$ cat src/rtl/rv32i_types.sv
// Shared RV32I pipeline types: control word, funct3 encodings, memory mask and LSU state.
package rv32i_types;

  typedef enum logic [2:0] {
    lb  = 3'b000,
    lh  = 3'b001,
    lw  = 3'b010,
    lbu = 3'b100,
    lhu = 3'b101
  } load_funct3_t;

  typedef enum logic [2:0] {
    sb = 3'b000,
    sh = 3'b001,
    sw = 3'b010
  } store_funct3_t;

  typedef logic [3:0] rv32i_mem_wmask;

  typedef enum logic {
    IDLE   = 1'b0,
    ACCESS = 1'b1
  } lsu_state_t;

  typedef struct packed {
    logic load_regfile;
    logic data_read;
    logic data_write;
  } rv32i_control_word;

endpackage

$ cat src/rtl/lsu_align.sv
// Combinational byte-lane logic: store mask/data steering, load shift and extension,
// and natural-alignment check for halfword and word accesses.
module lsu_align
  import rv32i_types::*;
(
  input  logic [2:0]  funct3,
  input  logic [1:0]  offset,
  input  logic [31:0] store_data,
  input  logic [31:0] load_data,
  output logic [3:0]  mbe,
  output logic [31:0] wdata,
  output logic [31:0] rdata_ext,
  output logic        misaligned
);

  logic [31:0] shifted;

  assign shifted = load_data >> {offset, 3'b000};

  always_comb begin
    mbe   = 4'h0;
    wdata = store_data;
    case (funct3)
      sb: begin
        mbe   = 4'b0001 << offset;
        wdata = {4{store_data[7:0]}};
      end
      sh: begin
        mbe   = 4'b0011 << offset;
        wdata = {2{store_data[15:0]}};
      end
      sw:      mbe = 4'hF;
      default: mbe = 4'h0;
    endcase
  end

  always_comb begin
    case (funct3)
      lb:      rdata_ext = {{24{shifted[7]}}, shifted[7:0]};
      lh:      rdata_ext = {{16{shifted[15]}}, shifted[15:0]};
      lbu:     rdata_ext = {24'h0, shifted[7:0]};
      lhu:     rdata_ext = {16'h0, shifted[15:0]};
      default: rdata_ext = load_data;
    endcase
  end

  // lw and sw share encoding 3'b010, lh and sh share 3'b001.
  always_comb begin
    case (funct3)
      lw:       misaligned = |offset;
      lh, lhu:  misaligned = offset[0];
      default:  misaligned = 1'b0;
    endcase
  end

endmodule

$ cat src/rtl/data_mem_unit.sv
// MEM-stage load/store unit: issues one cache request per aligned memory op, stalls
// upstream until data_resp, and registers the extended load result for writeback.
module data_mem_unit
  import rv32i_types::*;
(
  input  logic              clk,
  input  logic              rst,
  input  logic              ex_valid,
  input  rv32i_control_word ex_ctrl,
  input  logic [2:0]        ex_funct3,
  input  logic [31:0]       ex_addr,
  input  logic [31:0]       ex_rs2,
  input  logic [4:0]        ex_rd,
  output logic              stall,
  output logic              data_read,
  output logic              data_write,
  output logic [31:0]       data_addr,
  output logic [31:0]       data_wdata,
  output logic [3:0]        data_mbe,
  input  logic [31:0]       data_rdata,
  input  logic              data_resp,
  output logic              wb_valid,
  output logic              wb_load_regfile,
  output logic [4:0]        wb_rd,
  output logic [31:0]       wb_data,
  output logic              wb_misaligned
);

  lsu_state_t state, next_state;

  logic        mem_op, ex_read, ex_write, accept, done;
  logic [3:0]  st_mbe, ld_mbe;
  logic [31:0] st_wdata, st_ext, ld_wdata, ld_ext;
  logic        st_mis, ld_mis;
  logic [2:0]  lat_funct3;
  logic [1:0]  lat_offset;
  logic [4:0]  lat_rd;
  logic        lat_load_regfile;
  logic        unused_bits;

  assign ex_read  = ex_ctrl.data_read;
  assign ex_write = ex_ctrl.data_write & ~ex_ctrl.data_read;
  assign mem_op   = ex_valid & (ex_ctrl.data_read | ex_ctrl.data_write);

  lsu_align u_store_align (
    .funct3     (ex_funct3),
    .offset     (ex_addr[1:0]),
    .store_data (ex_rs2),
    .load_data  (data_rdata),
    .mbe        (st_mbe),
    .wdata      (st_wdata),
    .rdata_ext  (st_ext),
    .misaligned (st_mis)
  );

  lsu_align u_load_align (
    .funct3     (lat_funct3),
    .offset     (lat_offset),
    .store_data (32'h0),
    .load_data  (data_rdata),
    .mbe        (ld_mbe),
    .wdata      (ld_wdata),
    .rdata_ext  (ld_ext),
    .misaligned (ld_mis)
  );

  assign unused_bits = ^{st_ext, ld_mbe, ld_wdata, ld_mis};

  always_ff @(posedge clk) begin
    if (rst) state <= IDLE;
    else     state <= next_state;
  end

  always_comb begin
    next_state = state;
    case (state)
      IDLE:    if (mem_op && !st_mis) next_state = ACCESS;
      ACCESS:  if (data_resp)         next_state = IDLE;
      default: next_state = IDLE;
    endcase
  end

  always_comb begin
    accept = 1'b0;
    done   = 1'b0;
    stall  = 1'b0;
    case (state)
      IDLE: begin
        accept = mem_op & ~st_mis;
        stall  = accept;
      end
      ACCESS: begin
        done  = data_resp;
        stall = ~data_resp;
      end
      default: ;
    endcase
  end

  always_ff @(posedge clk) begin
    if (rst) begin
      data_read        <= 1'b0;
      data_write       <= 1'b0;
      data_addr        <= 32'h0;
      data_wdata       <= 32'h0;
      data_mbe         <= 4'h0;
      wb_valid         <= 1'b0;
      wb_load_regfile  <= 1'b0;
      wb_rd            <= 5'h0;
      wb_data          <= 32'h0;
      wb_misaligned    <= 1'b0;
      lat_funct3       <= 3'h0;
      lat_offset       <= 2'h0;
      lat_rd           <= 5'h0;
      lat_load_regfile <= 1'b0;
    end else begin
      wb_misaligned <= 1'b0;
      if (accept) begin
        data_read        <= ex_read;
        data_write       <= ex_write;
        data_addr        <= {ex_addr[31:2], 2'b00};
        data_wdata       <= st_wdata;
        data_mbe         <= ex_write ? st_mbe : 4'h0;
        lat_funct3       <= ex_funct3;
        lat_offset       <= ex_addr[1:0];
        lat_rd           <= ex_rd;
        lat_load_regfile <= ex_ctrl.load_regfile;
        wb_valid         <= 1'b0;
      end else if (done) begin
        data_read  <= 1'b0;
        data_write <= 1'b0;
        data_mbe   <= 4'h0;
        wb_valid   <= 1'b1;
        wb_rd      <= lat_rd;
        if (data_read) begin
          wb_load_regfile <= lat_load_regfile;
          wb_data         <= ld_ext;
        end else begin
          wb_load_regfile <= 1'b0;
        end
      end else if (state == IDLE) begin
        // A memory op reaching here was rejected for misalignment.
        wb_valid <= ex_valid;
        wb_rd    <= ex_rd;
        wb_data  <= ex_addr;
        if (mem_op) begin
          wb_load_regfile <= 1'b0;
          wb_misaligned   <= 1'b1;
        end else begin
          wb_load_regfile <= ex_ctrl.load_regfile;
        end
      end else begin
        wb_valid <= 1'b0;
      end
    end
  end

endmodule

$ cat config.mk
export PLATFORM = sky130hd
export DESIGN_NAME = data_mem_unit
export DESIGN_NICKNAME = d
export VERILOG_FILES = /design/src/rtl/rv32i_types.sv /design/src/rtl/lsu_align.sv /design/src/rtl/data_mem_unit.sv
export SDC_FILE = /design/constraint.sdc
export NUM_CORES = 1
export LEC_CHECK = 0
export BUFFER_PORTS_ARGS = -buffer_cell sky130_fd_sc_hd__buf_2
export CORE_ASPECT_RATIO = 0.8
export CORE_UTILIZATION = 53
export CTS_CLUSTER_SIZE = 28
export DETAILED_ROUTE_END_ITERATION = 12
export MAX_ROUTING_LAYER = met4
export PLACE_DENSITY_LB_ADDON = 0.2
export SYNTH_ARGS = -nofsm -noshare
export SYNTH_HDL_FRONTEND = slang
export SYNTH_HIERARCHICAL = 1
export SYNTH_SLANG_ARGS = --single-unit
$ cat constraint.sdc
create_clock -name clk -period 2.7 [get_ports clk]
set_input_delay 0.27 -clock clk [delete_from_list [all_inputs] [get_ports clk]]
set_output_delay 0.27 -clock clk [all_outputs]
set_load 0.01 [all_outputs]
==> summary.md <==
| Metric | Value |
|---|---|
| Starting Density | 54.7% |
| Clock-pin slew on the worst setup and hold paths | 0.06 ns |
| Final core utilization | 67.7% |
| Post-CTS resize count | 0 |
| Design area | 7830 um^2 |
| DRT antenna net count | 0 |
| Routed via count | 6,290 |
| Crit path time final | 2.34 ns |
| Most frequent cells in the layout | buf_2, nand2_1, dfxtp_1 |
| First-pass GRT wire length | 29,000 um |
| Full die area | 12,400 um^2 |
| Comb pwr share | 19.1% |
| Lkg Pwr | 3.52 nW |
| CTS tree | yes |
| Top Usage Layer GRT | met2 |
| # H-tree levels | 4 |
| Post-DR vias/cell | 5.63 |
| Fraction of layout cells with a size suffix above 1 | 33.3% |
| Power per standard cell area | 656 nW/um^2 |
| CP Cell Sequence | buf_4 > nand2b_1 > mux4_2 > o21ai_0 > and3_1 > a221oi_1 > a211oi_1 |
| Core area | 11,600 um^2 |
| CP endpoint kind | register |
| Fmax | 427 MHz |
| CP delay by family, top | flip-flops |
| CP peak stage delay | 0.60 ns |
| CTS Sinks | 120 |
| Total power | 5.14 mW |
| Met3 usage | 7.05% |
| Met1 Usage GRT | 42.1% |
| CP bufs+invs | 1 |
| Hpwl dp | 12,400 um |
| Ports | 222 |
| Final setup violating endpoints | 0 |
| Worst EP arrival | 2.61 ns |
| Max-slew headroom | 48.1% |
| Worst Skew | 0.00688 ns |
| Overflow after GRT | 0 |
| Final Hold Vio Count | 0 |
| Max-Cap Viols | 0 |
| # rows | 35 |
| Pin slew with the least headroom to its limit | 0.768 ns |
| Inserted Clock Buffers | 17 |
| Sw frac | 28.5% |
| Critical path type | reg -> reg |
| Die Y | 99.7 um |
| Largest net degree at the start of global routing | 65 |
| Final hold slack | 0.108 ns |
| Ys Warns | 6 |
| Worst Setup Start Kind | register |
| Area of the mapped netlist | 6320 um^2 |
| Vias in the first global route | 5,725 |
| Sequential power share | 38.6% |
| Fin Setup TNS | 0 ns |
| RSZ-0062 raised after global routing | false |
| Post-CTS Setup Bufs | 0 |
| Die Wd | 124 um |
| Power share of the clock group | 42.3% |
| Post-CTS Hold Fix Bufs | 0 |
| P_sw | 1.47 mW |
| Initial antenna violation count | 0 |
| Met2 usage | 44.6% |
| Iter 0 DRT Violations | 463 |
| Slew Viols, Final | 0 |
| Outcome | completed |
| CP max FO | 16 |
| Most common cell after layout, fill and taps aside | buf_2 |
| Clock tree buffer depth | 2 |
| Area post-placement | 7260 um^2 |
| Mean Syn Cell Area | 7.92 um^2 |
| P_int | 3.67 mW |
| Data required time of the worst path | 2.96 ns |
| GP Congestion | 0.935 |
| Worst skew pair latency | 0.41 ns |
| Final period util | 86.8% |
| GR Util All Layers | 30.8% |
| Worst vdd ir | 588 uV |
| Port Buf Inserts | 219 |
| Syn Inst Count | 798 |
| DRC | 0 |
| Area grow syn2layout | 23.9% |
| First-pass DRT Iterations | 5 |
| WL/cell | 16.3 um |
| CTS Root Cell | clkbuf_16 |
| Slowest library cell on the worst path | dfxtp_1 |
| Total length of routed wires | 18,200 um |
| HP Class | in -> reg |
| Final Net Count | 1,068 |
| N_diodes | 0 |
-- power groups by stage --
stage          clock network [mW]  logic [mW]  registers, mW
2_1_floorplan                   0       0.595           2.07
3_3_place_gp                    0       0.961           2.02
3_5_place_dp                    0       0.969           2.02
4_1_cts                      2.20       0.975           1.98
5_1_grt                      2.28        1.08           2.00
6_report                     2.17       0.980           1.98
-- per-layer routing --
layer,part of all wire (%),wire length [um]
met3,6.7,1230
met4,1.5,279
met2,44,8040
met5,0,0
met1,48,8680
-- stage by stage --
| stage | cells | setup slack [ns] |
|---|---|---|
| 4_1_cts | 1118 | 0.371 |
| 6_report | 1118 | 0.356 |
| 3_3_place_gp | 1086 | 0.443 |
| 3_5_place_dp | 1086 | 0.388 |
| 5_1_grt | 1118 | 0.171 |
| 2_1_floorplan | 799 | 0.487 |
-- worst reg2reg max path, delay by kind of cell, from the launching register on --
kind	cells	cell delay (ns)
DFF	1	0.60
muxes	1	0.50
AOI/OAI and AO/OA	3	0.43
and+or+nand+nor	2	0.36
buffers and inverters	1	0.31
-- path summary, 6_finish.rpt --
| path | start | endpoint | slack, ns | cells past startpoint |
|---|---|---|---|---|
| max | lat_offset[0] | wb_data[31] | 0.36 | 7 |
| min | ex_rd[2] | lat_rd[2] | 0.11 | 3 |
| max reg2reg | lat_offset[0] | wb_data[31] | 0.36 | 7 |
| min reg2reg | data_wdata[29] | data_wdata[29] | 0.45 | 2 |
-- sequential cells by signal, indices dropped and copies added (netlist names), 2 cells and up --
name and flops:
wb_rd 5, data_addr 30, data_mbe 4, lat_rd 5, lat_funct3 3, lat_offset 2, wb_data 32, data_wdata 32
-- cell type report --
cell class                      count  area [um^2]
Clock buffer                       19          433
Clock inverter                     13          130
Fill cell                        1045         3730
Inverter                           12         45.0
Multi-Input combinational cell    566         3340
Sequential cell                   120         2400
Tap cell                          148          185
Timing Repair Buffer              240         1290
Note: power is estimated with default switching activity, not from simulation.
